==> src/rtl/systolic_pkg.sv <==
// Shared types and sizing helpers for the systolic array job sequencer.
// Holds the sequencer state encoding, the default array size and the wavefront target.
package systolic_pkg;

    localparam int DEFAULT_N = 4;

    typedef enum logic [2:0] {
        IDLE   = 3'd0,
        LOAD_W = 3'd1,
        STREAM = 3'd2,
        DRAIN  = 3'd3,
        OUTPUT = 3'd4,
        FIN    = 3'd5
    } state_t;

    // An N x N array emits 2N-1 wavefronts before the last result settles.
    function automatic int wavefront_target(input int n);
        return 2 * n - 1;
    endfunction

endpackage

==> src/rtl/wavefront_counter.sv <==
// Saturating count of mac_done pulses; reached flags count == target.
// Latency: reached is registered, visible the cycle after the final increment.
// Backpressure: none; clr wins over inc, increments stop at target.
module wavefront_counter #(
    parameter int W = 3
) (
    input  logic         clk,
    input  logic         reset,
    input  logic         clr,
    input  logic         inc,
    input  logic [W-1:0] target,
    output logic         reached
);

    logic [W-1:0] cnt_q;

    always_ff @(posedge clk or negedge reset) begin
        if (!reset) begin
            cnt_q <= '0;
        end else if (clr) begin
            cnt_q <= '0;
        end else if (inc && (cnt_q != target)) begin
            cnt_q <= cnt_q + 1'b1;
        end
    end

    assign reached = (cnt_q == target);

endmodule

==> src/rtl/systolic_seq.sv <==
// Systolic array job sequencer: weight load, input stream, drain, result output (SYSTOLIC_SEQ_PERF_EN adds perf_cycles).
// Latency: strobes/addresses are registered alongside the state, so a phase strobes in its first cycle.
// Backpressure: stall freezes phase progress and blanks strobes; abort returns to IDLE on the next edge.
module systolic_seq
    import systolic_pkg::*;
#(
    parameter int N  = DEFAULT_N,
    parameter int KW = 8
) (
    input  logic                 clk,
    input  logic                 reset,
    input  logic                 start,
    input  logic [KW-1:0]        k_len,
    input  logic                 stall,
    input  logic                 abort,
    input  logic                 mac_done,
    output logic                 load_w,
    output logic [$clog2(N)-1:0] w_addr,
    output logic                 en_x,
    output logic [KW-1:0]        x_addr,
    output logic                 en_y,
    output logic [$clog2(N)-1:0] y_row,
    output logic                 busy,
    output logic                 done
`ifdef SYSTOLIC_SEQ_PERF_EN
    ,
    output logic [31:0]          perf_cycles
`endif
);

    localparam int AW = $clog2(N);
    localparam int WW = $clog2(2 * N);
    localparam int CW = (KW > $clog2(N + 1)) ? KW : $clog2(N + 1);

    state_t        state_q, state_d;
    logic [CW-1:0] cnt_q, cnt_d;
    logic [KW-1:0] k_q, k_d;

    logic          load_w_d, en_x_d, en_y_d, done_d;
    logic [AW-1:0] w_addr_d, y_row_d;
    logic [KW-1:0] x_addr_d;
    logic          accept;
    logic          wf_clr, wf_inc, wf_reached;

    wavefront_counter #(
        .W (WW)
    ) u_wavefront_counter (
        .clk     (clk),
        .reset   (reset),
        .clr     (wf_clr),
        .inc     (wf_inc),
        .target  (WW'(wavefront_target(N))),
        .reached (wf_reached)
    );

    // Wavefronts are counted regardless of stall, only while the array is computing.
    assign wf_inc = mac_done && ((state_q == STREAM) || (state_q == DRAIN));
    assign busy   = (state_q != IDLE);

    // cnt_q holds the number of beats already issued in the current phase.
    always_comb begin
        state_d  = state_q;
        cnt_d    = cnt_q;
        k_d      = k_q;
        load_w_d = 1'b0;
        w_addr_d = '0;
        en_x_d   = 1'b0;
        x_addr_d = '0;
        en_y_d   = 1'b0;
        y_row_d  = '0;
        done_d   = 1'b0;
        accept   = 1'b0;
        wf_clr   = 1'b0;
        if (abort) begin
            state_d = IDLE;
            cnt_d   = '0;
        end else begin
            case (state_q)
                IDLE: begin
                    if (start && (k_len != '0)) begin
                        accept  = 1'b1;
                        k_d     = k_len;
                        state_d = LOAD_W;
                        cnt_d   = '0;
                        if (!stall) begin
                            load_w_d = 1'b1;
                            cnt_d    = CW'(1);
                        end
                    end
                end
                LOAD_W: begin
                    if (!stall) begin
                        if (cnt_q < CW'(N)) begin
                            load_w_d = 1'b1;
                            w_addr_d = AW'(cnt_q);
                            cnt_d    = cnt_q + 1'b1;
                        end else begin
                            state_d = STREAM;
                            wf_clr  = 1'b1;
                            en_x_d  = 1'b1;
                            cnt_d   = CW'(1);
                        end
                    end
                end
                STREAM: begin
                    if (!stall) begin
                        if (cnt_q < CW'(k_q)) begin
                            en_x_d   = 1'b1;
                            x_addr_d = KW'(cnt_q);
                            cnt_d    = cnt_q + 1'b1;
                        end else begin
                            state_d = DRAIN;
                            cnt_d   = '0;
                        end
                    end
                end
                DRAIN: begin
                    if (!stall && wf_reached) begin
                        state_d = OUTPUT;
                        en_y_d  = 1'b1;
                        cnt_d   = CW'(1);
                    end
                end
                OUTPUT: begin
                    if (!stall) begin
                        if (cnt_q < CW'(N)) begin
                            en_y_d  = 1'b1;
                            y_row_d = AW'(cnt_q);
                            cnt_d   = cnt_q + 1'b1;
                        end else begin
                            state_d = FIN;
                            done_d  = 1'b1;
                            cnt_d   = '0;
                        end
                    end
                end
                FIN: begin
                    state_d = IDLE;
                end
                default: begin
                    state_d = IDLE;
                    cnt_d   = '0;
                end
            endcase
        end
    end

    always_ff @(posedge clk or negedge reset) begin
        if (!reset) begin
            state_q <= IDLE;
            cnt_q   <= '0;
            k_q     <= '0;
            load_w  <= 1'b0;
            w_addr  <= '0;
            en_x    <= 1'b0;
            x_addr  <= '0;
            en_y    <= 1'b0;
            y_row   <= '0;
            done    <= 1'b0;
        end else begin
            state_q <= state_d;
            cnt_q   <= cnt_d;
            k_q     <= k_d;
            load_w  <= load_w_d;
            w_addr  <= w_addr_d;
            en_x    <= en_x_d;
            x_addr  <= x_addr_d;
            en_y    <= en_y_d;
            y_row   <= y_row_d;
            done    <= done_d;
        end
    end

`ifdef SYSTOLIC_SEQ_PERF_EN
    // Acceptance happens from IDLE, so clearing and counting never collide.
    always_ff @(posedge clk or negedge reset) begin
        if (!reset) begin
            perf_cycles <= '0;
        end else if (accept) begin
            perf_cycles <= '0;
        end else if (busy) begin
            perf_cycles <= perf_cycles + 32'd1;
        end
    end
`endif

endmodule
==> config.mk <==
export PLATFORM = sky130hd
export DESIGN_NAME = systolic_seq
export DESIGN_NICKNAME = d
export VERILOG_FILES = /design/src/rtl/systolic_pkg.sv /design/src/rtl/wavefront_counter.sv /design/src/rtl/systolic_seq.sv
export SDC_FILE = /design/constraint.sdc
export NUM_CORES = 1
export LEC_CHECK = 0
export BUFFER_PORTS_ARGS = -buffer_cell sky130_fd_sc_hd__buf_2
export CELL_PAD_IN_SITES_DETAIL_PLACEMENT = 1
export CELL_PAD_IN_SITES_GLOBAL_PLACEMENT = 2
export CORE_AREA = 2 2 96 98
export DETAILED_ROUTE_END_ITERATION = 12
export DIE_AREA = 0 0 98 100
export GPL_TIMING_DRIVEN = 1
export PLACE_DENSITY = 0.68
export SLEW_MARGIN = 25
export SYNTH_ARGS = -nofsm -noshare
export SYNTH_HDL_FRONTEND = slang
export SYNTH_HIERARCHICAL = 1
export SYNTH_SLANG_ARGS = --single-unit
export TNS_END_PERCENT = 10
==> constraint.sdc <==
create_clock -name clk -period 6.4 [get_ports clk]
set_input_delay 0 -clock clk [delete_from_list [all_inputs] [get_ports clk]]
set_output_delay 0 -clock clk [all_outputs]
set_load 0.02 [all_outputs]
==> out/qor.yml <==
outcome:
  status: "finished clean"
floorplan:
  io_pins: 31
  rows: 35
  start_util_pct: 24.0
  die_w_um: 98
  die_area_sq_mm: 0.00980
  dieHeight_um: 100
  core_sq_mm: 0.00889
detailed_routing:
  drc_errors: 0
  vias: 1717
  drt_iter0_markers: 56
  drt-pass1-iter-count: 4
  routed_wl_um: 5210
  wl_per_cell_um: 14.4
  viasPerCell: 4.73
  final_antenna_net_count: 0
timing:
  setup-violations-final: 0
  fin_ws_ns: 3.76
  period_needed_ns: 2.64
  holdWs_ns: 0.0710
  worst_slew_pin_slew_ns: 0.896
  max_freq_mhz: 378
  skew_ns: 0.0106
  rsz0062_at_grt: "false"
  fin_crit_sh_pct: 41.3
  slew_violations: 0
  tns_ns: 0
  relSlewSlack_pct: 40.0
  timing.final.hold_violations: 0
global_routing:
  grt_max_degree: 39
  grt_usage_pct: 11.4
  grt_first_pass_wirelength_um: 9000
  overflow: 0
  first_global_vias: 1756
  antenna_found_initial: 0
synthesis:
  synthCells: 209
  postSynthAreaPerCell_sq_um: 10.2
  synthAdderAreaFrac_pct: 5.28
  synth_xor_area_share_pct: 1.23
  synth_area_leaders: "dfrtp_1 (45%), ha_1 (5.3%), mux2_2 (4.2%)"
  netlist.area_leader.share_pct: 44.6
  ys_ff_latch: 38
  synth.mux.area_fraction_pct: 5.16
  yosysTopAreaCell: "dfrtp_1"
  synth_compound_area_share_pct: 18.0
  synth_ff_type: "dfrtp_1"
  yosysWarnings: 6
  syn_area_sq_mm: 0.00213
  seq_area_frac_synth_pct: 44.6
  synth_edf_count: 0
  yosys.area_share.simple_pct: 20.8
  synth_top_family_by_area: "simple AND/OR/NAND/NOR gates"
  synthArstFlopShare_pct: 100
  yosysUniqueCellTypes: 55
worst_setup_path:
  criticalPathCategory: "flip-flop to flip-flop"
  critPathSlowestCell: "or4_4"
  critical-path-top-delay-family: "simple AND/OR/NAND/NOR gates"
  crit_required_ns: 6.63
  crit_path_cell_trace: "or4_4, nor3_2, nor2b_1, or3b_2, o2bb2ai_1, or3_1"
  cp_num_buf_inv: 0
  cp-end-kind: "flip-flop"
  arrival_ns: 2.88
  cp_max_fo: 12
  start_kind: "flip-flop"
  cpPeakStageDelay_ns: 0.56
finish:
  layout-drive-gt1-share_pct: 23.4
  area_delta_synth_final_pct: 20.8
  regArea_sq_um: 951
  final_nets: 276
  stdcell_area_sq_mm: 0.00258
  fill_cells: 1041
  final_common_cell: "dfrtp_1"
  diodes: 0
  multi_input_area_sq_mm: 0.00110
  layout_common_cells: "dfrtp_1 (38), buf_2 (30), inv_1 (15), nand3_1 (11), nor2_1 (11)"
cts:
  cts_tree: "yes"
  htree_levels: 2
  clk_pin_slew_ns: 0.08
  clockRootBuffer: "clkbuf_8"
  cts_resized: 0
  clk_latency_ns: 0.29
  cts_inserted_buffers: 5
  clockBufferDepth: 2
  clkSinkCount: 38
pwr:
  p_leak_nw: 1.19
  pwr-share-comb_pct: 27.0
  seqPwrFrac_pct: 47.9
  switching_share_pct: 33.2
  power.net_switching_uw: 219
  p_int_uw: 441
  clockPowerShare_pct: 25.1
  ir_drop_mv: 0.0636
  powerDensity_mw_per_mm2: 256
job:
  drv_cap: 0
place:
  gp_congestion: 0.729
  dp_hpwl_um: 3840
  numPortBuffers: 30
  dpl-instance-area_sq_mm: 0.00240
  post-place-ws_ns: 3.77
hold_path:
  hold_class: "input port to flip-flop"
-- path summary, 6_finish.rpt --
kind / end / from / slack, ns / cells after the start
worst max-delay path: u_wavefront_counter/cnt_q[0] / cnt_q[3] / 3.76 / 6
worst min-delay path: state_q[2] / abort / 0.07 / 2
worst max register to register: u_wavefront_counter/cnt_q[0] / cnt_q[3] / 3.76 / 6
worst min register to register: k_q[7] / k_q[7] / 0.51 / 1
max in group asynchronous: state_q[0] / reset / 5.50 / 2
min in group asynchronous: x_addr[5] / reset / 0.36 / 2
-- power groups by stage --
stage                     sequential (mW)  combinational (mW)  clock (mW)
after detailed placement            0.321               0.176           0
after floorplan                     0.303               0.139           0
after CTS                           0.316               0.181       0.174
final                               0.316               0.178       0.166
after global placement              0.321               0.174           0
after global routing                0.323               0.203       0.181
-- what timing repair did --
action / CTS / global route
setup buffers: 0 / 0
hold buffers: 9 / 0
hold endpoints to repair: 46 / 0
-- sequential cells by signal (all words and copies together), names as in the netlist --
signal                     flops
cnt_q                          8
done                           1
en_x                           1
en_y                           1
k_q                            8
load_w                         1
state_q                        3
u_wavefront_counter/cnt_q      3
w_addr                         2
x_addr                         8
y_row                          2
-- cell type report --
type | instances | area share (%)
clock buffer | 6 | 3.21
timing repair buffer | 40 | 9.62
tap | 111 | 5.39
sequential | 38 | 36.9
inverter | 15 | 2.19
multi-input combinational | 153 | 42.7
-- cell usage after synthesis (all sizes together), types with 5 or more instances --
cell   number
o21ai       7
and3        8
buf         5
nor2       11
nor4        7
inv        15
nand3      11
ha          9
dfrtp      38
mux2        8
nand2      10
a21oi       6
and2        5
-- layer usage --
layer  part of all wire, %  up-vias  global-route usage (%)  routed length, um
li1                      -      848                       -                  -
met1                    53      830                    16.7               2740
met2                    43       31                    17.1               2220
met3                   3.4        8                    2.16                176
met4                   1.5        0                    3.53                 76
met5                     0        -                       0                  0
-- per-stage QoR --
stage / total power, mW / util (%) / cells
2_1_floorplan: 0.442 / - / 214
3_3_place_gp: 0.494 / 27.0 / 348
3_5_place_dp: 0.497 / 27.0 / 348
4_1_cts: 0.672 / 29.0 / 363
5_1_grt: 0.707 / 29.0 / 363
6_report: 0.659 / 29.0 / 363
-- cells by family after synthesis --
| family | count (synthesis) |
|---|---|
| DFF | 38 |
| adders and majority gates | 9 |
| muxes | 10 |
| buffers and inverters | 23 |
| other | 1 |
| and+or+nand+nor | 77 |
| AOI/OAI and AO/OA | 48 |
| xor gates and xnor gates | 3 |
(Power assumes the default switching activity.)
